$ cat src/rtl/sdram_frame_reader.sv
// Streams one video frame per frame_start from the display bank into the line FIFO
// using space-checked SDRAM read bursts, then pulses vga_rise for the bank arbiter.
module sdram_frame_reader #(
  parameter int H_PIXELS   = 640,
  parameter int V_LINES    = 480,
  parameter int BURST_LEN  = 256,
  parameter int ADDR_W     = 20,
  parameter int FIFO_DEPTH = 1024
) (
  input  logic              clk,
  input  logic              rst_133,
  input  logic [1:0]        vga_bank,
  input  logic              frame_start,
  input  logic [10:0]       fifo_level,
  output logic              rd_req,
  output logic [1:0]        rd_bank,
  output logic [ADDR_W-1:0] rd_addr,
  output logic [8:0]        rd_len,
  input  logic              rd_ack,
  input  logic              rd_valid,
  input  logic [15:0]       rd_data,
  output logic              fifo_wr_en,
  output logic [15:0]       fifo_wr_data,
  output logic              vga_rise,
  output logic              frame_skip,
  output logic              busy
);

  localparam int FRAME_WORDS = H_PIXELS * V_LINES;
  localparam int REM_W       = $clog2(FRAME_WORDS + 1);

  typedef enum logic [2:0] {IDLE, WAIT_SPACE, REQ, DATA, DONE} state_t;

  state_t              state_q, state_d;
  logic                rd_req_q, rd_req_d;
  logic [1:0]          bank_q, bank_d;
  logic [ADDR_W-1:0]   addr_q, addr_d;
  logic [8:0]          len_q, len_d;
  logic [REM_W-1:0]    rem_q, rem_d;
  logic [8:0]          cnt_q, cnt_d;
  logic                wr_en_q, wr_en_d;
  logic [15:0]         wr_data_q, wr_data_d;
  logic                rise_q, rise_d;
  logic                skip_q, skip_d;
  logic [8:0]          cur_len;
  logic                space_ok;

  always_comb begin
    if (32'(rem_q) >= 32'(BURST_LEN)) cur_len = 9'(BURST_LEN);
    else                              cur_len = 9'(rem_q);
  end

  // A level above FIFO_DEPTH would underflow the subtraction, so treat it as no space.
  assign space_ok = (32'(fifo_level) <= 32'(FIFO_DEPTH)) &&
                    ((32'(FIFO_DEPTH) - 32'(fifo_level)) >= 32'(cur_len));

  always_comb begin
    state_d   = state_q;
    rd_req_d  = rd_req_q;
    bank_d    = bank_q;
    addr_d    = addr_q;
    len_d     = len_q;
    rem_d     = rem_q;
    cnt_d     = cnt_q;
    rise_d    = 1'b0;
    skip_d    = frame_start && (state_q != IDLE);
    wr_en_d   = rd_valid && (state_q == DATA);
    wr_data_d = wr_en_d ? rd_data : wr_data_q;

    unique case (state_q)
      IDLE: begin
        if (frame_start) begin
          bank_d  = vga_bank;
          addr_d  = '0;
          rem_d   = REM_W'(FRAME_WORDS);
          state_d = WAIT_SPACE;
        end
      end
      WAIT_SPACE: begin
        if (space_ok) begin
          rd_req_d = 1'b1;
          len_d    = cur_len;
          state_d  = REQ;
        end
      end
      REQ: begin
        if (rd_ack) begin
          rd_req_d = 1'b0;
          cnt_d    = '0;
          state_d  = DATA;
        end
      end
      DATA: begin
        if (rd_valid) begin
          cnt_d = cnt_q + 9'd1;
          if (cnt_d == len_q) begin
            addr_d  = addr_q + ADDR_W'(len_q);
            rem_d   = rem_q - REM_W'(len_q);
            state_d = (rem_d == '0) ? DONE : WAIT_SPACE;
          end
        end
      end
      DONE: begin
        rise_d  = 1'b1;
        state_d = IDLE;
      end
      default: state_d = IDLE;
    endcase
  end

  always_ff @(posedge clk) begin
    if (rst_133) begin
      state_q   <= IDLE;
      rd_req_q  <= 1'b0;
      bank_q    <= '0;
      addr_q    <= '0;
      len_q     <= '0;
      rem_q     <= '0;
      cnt_q     <= '0;
      wr_en_q   <= 1'b0;
      wr_data_q <= '0;
      rise_q    <= 1'b0;
      skip_q    <= 1'b0;
    end else begin
      state_q   <= state_d;
      rd_req_q  <= rd_req_d;
      bank_q    <= bank_d;
      addr_q    <= addr_d;
      len_q     <= len_d;
      rem_q     <= rem_d;
      cnt_q     <= cnt_d;
      wr_en_q   <= wr_en_d;
      wr_data_q <= wr_data_d;
      rise_q    <= rise_d;
      skip_q    <= skip_d;
    end
  end

  assign rd_req       = rd_req_q;
  assign rd_bank      = bank_q;
  assign rd_addr      = addr_q;
  assign rd_len       = len_q;
  assign fifo_wr_en   = wr_en_q;
  assign fifo_wr_data = wr_data_q;
  assign vga_rise     = rise_q;
  assign frame_skip   = skip_q;
  assign busy         = (state_q != IDLE);

endmodule

$ cat config.mk
export PLATFORM = sky130hd
export DESIGN_NAME = sdram_frame_reader
export DESIGN_NICKNAME = d
export VERILOG_FILES = /design/src/rtl/sdram_frame_reader.sv
export SDC_FILE = /design/constraint.sdc
export NUM_CORES = 1
export LEC_CHECK = 0
export ABC_CLOCK_PERIOD_IN_PS = 4400
export CAP_MARGIN = 25
export CORE_MARGIN = 1
export CORE_UTILIZATION = 51
export CTS_BUF_LIST = sky130_fd_sc_hd__clkbuf_4
export CTS_CLUSTER_DIAMETER = 50
export DETAILED_ROUTE_END_ITERATION = 8
export PLACE_DENSITY_LB_ADDON = 0.3
export SYNTH_ARGS = -nofsm -noshare
export SYNTH_HDL_FRONTEND = slang
export SYNTH_SLANG_ARGS = --single-unit
$ cat constraint.sdc
create_clock -name clk -period 4.4 [get_ports clk]
set_input_delay 0.44 -clock clk [delete_from_list [all_inputs] [get_ports clk]]
set_output_delay 0.44 -clock clk [all_outputs]
set_load 0.03 [all_outputs]
======== Yosys cells after proc, flatten, opt, wreduce, memory -nomap -nowiden ========
Index checks and enable logic that the tools add are counted.
cells by class
  add/sub/neg operators ................... 4
  multipliers ............................. 0
  div/mod/pow operators ................... 0
  order comparisons ....................... 3
  equal/unequal tests ..................... 10
  shifts and indexed selects .............. 0
  muxes and demuxes ....................... 23
  bitwise logic cells ..................... 0
  reduce and logical (&&, ||, !) cells .... 15
operators by type and width
  operator                                                                 number
  20-bit two-way mux                                                       3
  19-bit two-way mux                                                       3
  20-bit case mux with 2 select lines                                      1
  19-bit case mux with 2 select lines                                      1
  32-bit by 9-bit >= comparator with 1-bit output                          1
  9-bit two-way mux                                                        3
  20-bit by 9-bit adder with 20-bit output                                 1
  19-bit by 9-bit >= comparator with 1-bit output (second input constant)  1
  19-bit zero test                                                         1
  19-bit by 9-bit subtractor with 19-bit output                            1
  3-bit two-way mux                                                        6
  9-bit case mux with 2 select lines                                       1
  3-bit case mux with 4 select lines                                       1
  11-bit by 11-bit subtractor with 12-bit output (first input constant)    1
  11-bit less-or-equal comparator (second input constant)                  1
  9-bit by 1-bit adder with 9-bit output (second input constant)           1
  9-bit == test                                                            1
  2-bit inequality test (second input constant)                            4
  3-bit by 2-bit == test with 1-bit output (second input constant)         2
  3-bit AND reduction                                                      2
  2-bit nonzero test                                                       3
  5-bit AND reduction                                                      1
  2-bit AND reduction                                                      2
  4-bit AND reduction                                                      1
  other kinds (8)                                                          12
word-level totals
  bits in registers ....................... 82
  bits in latches ......................... 0
  bits in writable memories ............... 0
  memory bits (read-only) ................. 0
  input bits .............................. 34
  output and inout bits ................... 52
  logic and storage cells ................. 66
  memories kept ........................... 0

======== Longest topological paths before layout ========
  word-level depth ........................ 6
  gate-level depth with buffers ........... 16
  depth with buffers taken out ............ 13

======== Least setup slack after synthesis ========
No wires, ideal clock.
  kind .................................... register -> register
  start ................................... register rem_q[11]
  end ..................................... register len_q[0], in the netlist rd_len[0]
  library setup time ...................... 0.128 ns
  arrival ................................. 3.197 ns
  data required time ...................... 4.272 ns
  setup slack ............................. 1.076 ns
  stages on the path, launching flop included .. 16
  path buffers ............................ 3
  period minus slack after synthesis ...... 3.324 ns
  cell sequence ........................... dfxtp_1 -> nor3_1 -> nand2_1 -> nor2_1 -> and3_1 -> clkbuf_1 -> clkbuf_1 -> nand2_1 -> ha_1 -> a21o_1 -> a211o_1 -> o221a_2 -> o311a_1 -> buf_2 -> mux2i_1 -> nor2_1
between the ends
  cells in the longest elaborated chain, start to end .. 5
ends and longest elaborated chain
  element                                            line  source
  start, declared                                    39    logic [REM_W-1:0] rem_q, rem_d;
  start signal, assigned                             130   rem_q <= rem_d;
  19-bit by 9-bit >= comparator with 1-bit output *  49    if (32'(rem_q) >= 32'(BURST_LEN)) cur_len = 9'(BURST_LEN);
  9-bit two-way mux *                                49
  32-bit by 9-bit >= comparator with 1-bit output    55    ((32'(FIFO_DEPTH) - 32'(fifo_level)) >= 32'(cur_len));
  1-bit logical AND                                  54    assign space_ok = (32'(fifo_level) <= 32'(FIFO_DEPTH)) &&
  2-bit AND reduction (no source line)               -
  end signal, assigned                               129   len_q <= len_d;
  end, declared                                      38    logic [8:0] len_q, len_d;
Every way passes the cells marked *; elsewhere a longest branch is shown, timed or not.
A chain may end at the register's enable or synchronous reset.

======== Worst setup path in the final report ========
  start ................................... register rem_q[11]
  end ..................................... register len_q[5], in the netlist rd_len[5]
Same word-level chain as after synthesis.

==> impl_metrics.env <==
export IMPL_synth_edff_count=0
export IMPL_hold_viol_final=0
export IMPL_synth_async_reset_ratio_pct=0
export IMPL_final_cell_mix="clkdlybuf4s50_1 (85), dfxtp_1 (82), nand2_1 (78)"
export IMPL_drc=0
export IMPL_cap_viol_max_count=0
export IMPL_synth_cell_types=74
export IMPL_r2r_start="rem_q[11]"
export IMPL_post_cts_buffers=0
export IMPL_fin_crit_sh_pct=82.18
export IMPL_ctsHoldBuffers=0
export IMPL_cts_max_path_buffers=2
export IMPL_finalSetupViolations=0
export IMPL_start_kind="flip-flop"
export IMPL_drive_above_1_share_pct=4.932
export IMPL_grt_max_degree=37
export IMPL_wl_um=14680
export IMPL_synth_main_ff_cell="dfxtp_1"
export IMPL_ys_warnings_count=0
export IMPL_num_rows=36
export IMPL_p_per_area_nw_per_um2=304.0
export IMPL_synth_nets=725
export IMPL_rsz0062_at_grt="false"
export IMPL_die_x_um=104.1
export IMPL_io_pins=86
export IMPL_seq_area_frac_synth_pct=30.89
export IMPL_place_congestion=0.9382
export IMPL_tritoncts="yes"
export IMPL_die_h_um=104.1
export IMPL_antenna_found_initial=0
export IMPL_clk_insertion_delay_late_ns=0.44
export IMPL_nets=790
export IMPL_die_area_um2=10830
export IMPL_fin_skew_ns=0.02444
export IMPL_grt_pass1_wl_um=23770
export IMPL_clock_fmax_ghz=0.2765
export IMPL_syn_area_um2=5315
export IMPL_areaGrowthSynthToFinish_pct=19.63
export IMPL_routedWlPerCell_um=17.01
export IMPL_first_iter_violations=390
export IMPL_setup_tns_ns=0
export IMPL_final_fill_count=844
export IMPL_cts_sinks=82
export IMPL_setup_worst_path_end="rd_len[5]"
export IMPL_drv_slew=0
export IMPL_syn_inst=660
export IMPL_rr_worst_depth=12
export IMPL_fin_ws_ns=0.7839
export IMPL_htree_levels=3
export IMPL_core_area_um2=9955
export IMPL_clk_pin_slew_ns=0.15
export IMPL_diodes=0
export IMPL_numCtsBuffers=9
export IMPL_max_slew_margin_rel_pct=37.26
export IMPL_ir_drop_v=0.0001430
export IMPL_grt_use_total_pct=26.76
export IMPL_end_kind="flip-flop"
export IMPL_status="finished clean"
export IMPL_ys_ff_latch=82
export IMPL_crit_fanout=17
export IMPL_crit_type="flip-flop to flip-flop"
export IMPL_min_path_type="flip-flop to flip-flop"
export IMPL_vias=5276
export IMPL_critPathLaunch="rem_q[11]"
export IMPL_viasPerCell=6.114
export IMPL_worstPathArrival_ns=4.00
export IMPL_final_min_clock_period_ns=3.616
export IMPL_synth_area_per_cell_um2=8.053
export IMPL_dpl_hpwl_um=10890
export IMPL_tightest_slew_ns=0.9388
export IMPL_place_ws_ns=0.6584
export IMPL_overflow=0
export IMPL_antenna_left=0
export IMPL_cts_resized=0
export IMPL_start_util_pct=53.39
export IMPL_reg2reg_setup_slack_ns=0.78
export IMPL_final_util_pct=63.88
export IMPL_io_buffers=85
export IMPL_cts_root_buf="clkbuf_4"
export IMPL_first_pass_iters=5
export IMPL_leakage_uw=0.002358
export IMPL_critPathRequiredTime_ns=4.78
export IMPL_grt_pass1_vias=4944
export IMPL_rr_endpoint="rd_len[5]"
export IMPL_mostFrequentLayoutCell="clkdlybuf4s50_1"
==> worst max-delay path, cell delays in order, from the launching register on <==
cell     delay, ns
dfxtp_1       0.39
nor3_1        0.26
nand2_1       0.13
nor2_1        0.17
and3_1        0.59
nand2_1       0.13
ha_1          0.33
a21o_1        0.18
a211o_1       0.29
o221a_2       0.26
o31ai_2       0.52
o21ai_0       0.16
a21oi_1       0.17
==> per-layer routing <==
layer / global-route usage, % / wire, um / vias to the layer above
met3: 3.008 / 747 / 37
met5: 0 / 0 / -
met1: 35.78 / 6701 / 2487
li1: - / - / 2557
met2: 43.95 / 6859 / 195
met4: 10.61 / 370 / 0
==> report_power, final <==
group / internal (uW) / switching, uW / total [uW] / leakage (uW)
clock: 300 / 298 / 597 / 0.000105
sequential: 772 / 39.1 / 811 / 0.000665
combinational: 214 / 311 / 525 / 0.00159
==> cells in the mapped netlist (8+ instances only) <==
library cell	number	area share, %
a211o_1	8	1.3
a211oi_1	10	1.4
a21o_1	11	1.6
a21oi_1	63	5.9
a2bb2oi_1	11	1.8
a31oi_1	9	1.1
and3_1	12	1.4
clkbuf_1	22	1.6
dfxtp_1	82	31
ha_1	29	6.8
inv_1	31	2.2
nand2_1	78	5.5
nand3_1	29	2.7
nor2_1	41	2.9
nor3_1	10	0.94
o21ai_0	36	3.4
o22a_1	9	1.5
xnor2_1	17	2.8
xor2_1	9	1.5
==> how the worst min path moves through the flow <==
stage | from | end | slack (ns) | cells past startpoint
after floorplan | rem_q[0] | rem_q[0] | 0.45 | 2
after global placement | fifo_wr_data[9] | fifo_wr_data[9] | 0.44 | 2
after detailed placement | fifo_wr_data[6] | fifo_wr_data[6] | 0.45 | 2
after CTS | fifo_wr_data[6] | fifo_wr_data[6] | 0.47 | 2
after global routing | fifo_wr_data[9] | fifo_wr_data[9] | 0.49 | 2
final | fifo_wr_data[6] | fifo_wr_data[6] | 0.46 | 2
==> state kept, by name (all words and copies together), names as in the netlist <==
register      flops
rd_addr          20
rem_q            19
fifo_wr_data     16
cnt_q             9
rd_len            9
state_q           3
rd_bank           2
fifo_wr_en        1
frame_skip        1
rd_req            1
vga_rise          1
==> cell families after synthesis <==
family	share of synthesized area (%)
flip-flops	30.89
XOR/XNOR	4.284
buffers and inverters	6.120
AO/OA/AOI/OAI	28.13
adder cells (fa/ha/maj)	7.580
AND/OR/NAND/NOR	21.26
multiplexers	1.742
==> per-stage QoR <==
step | instances | area [um2] | hold WS (ns) | power, uW
after floorplan | 660 | 5315 | 0.4477 | 1194
after global placement | 847 | 6161 | 0.4429 | 1325
after detailed placement | 847 | 6161 | 0.4465 | 1342
after CTS | 863 | 6359 | 0.4663 | 1928
after global routing | 863 | 6359 | 0.4877 | 2017
final | 863 | 6359 | 0.4633 | 1933
==> layout make-up <==
| cell class | count | area (um2) | area share [%] |
|---|---|---|---|
| clock inverter | 7 | 130.1 | 2.046 |
| inverter | 31 | 116.4 | 1.830 |
| tap | 133 | 166.4 | 2.617 |
| timing repair buffer | 90 | 888.4 | 13.97 |
| sequential | 82 | 1642 | 25.82 |
| multi-input combinational | 511 | 3348 | 52.66 |
| clock buffer | 9 | 67.56 | 1.063 |
Note: power is estimated with default switching activity, not from simulation.
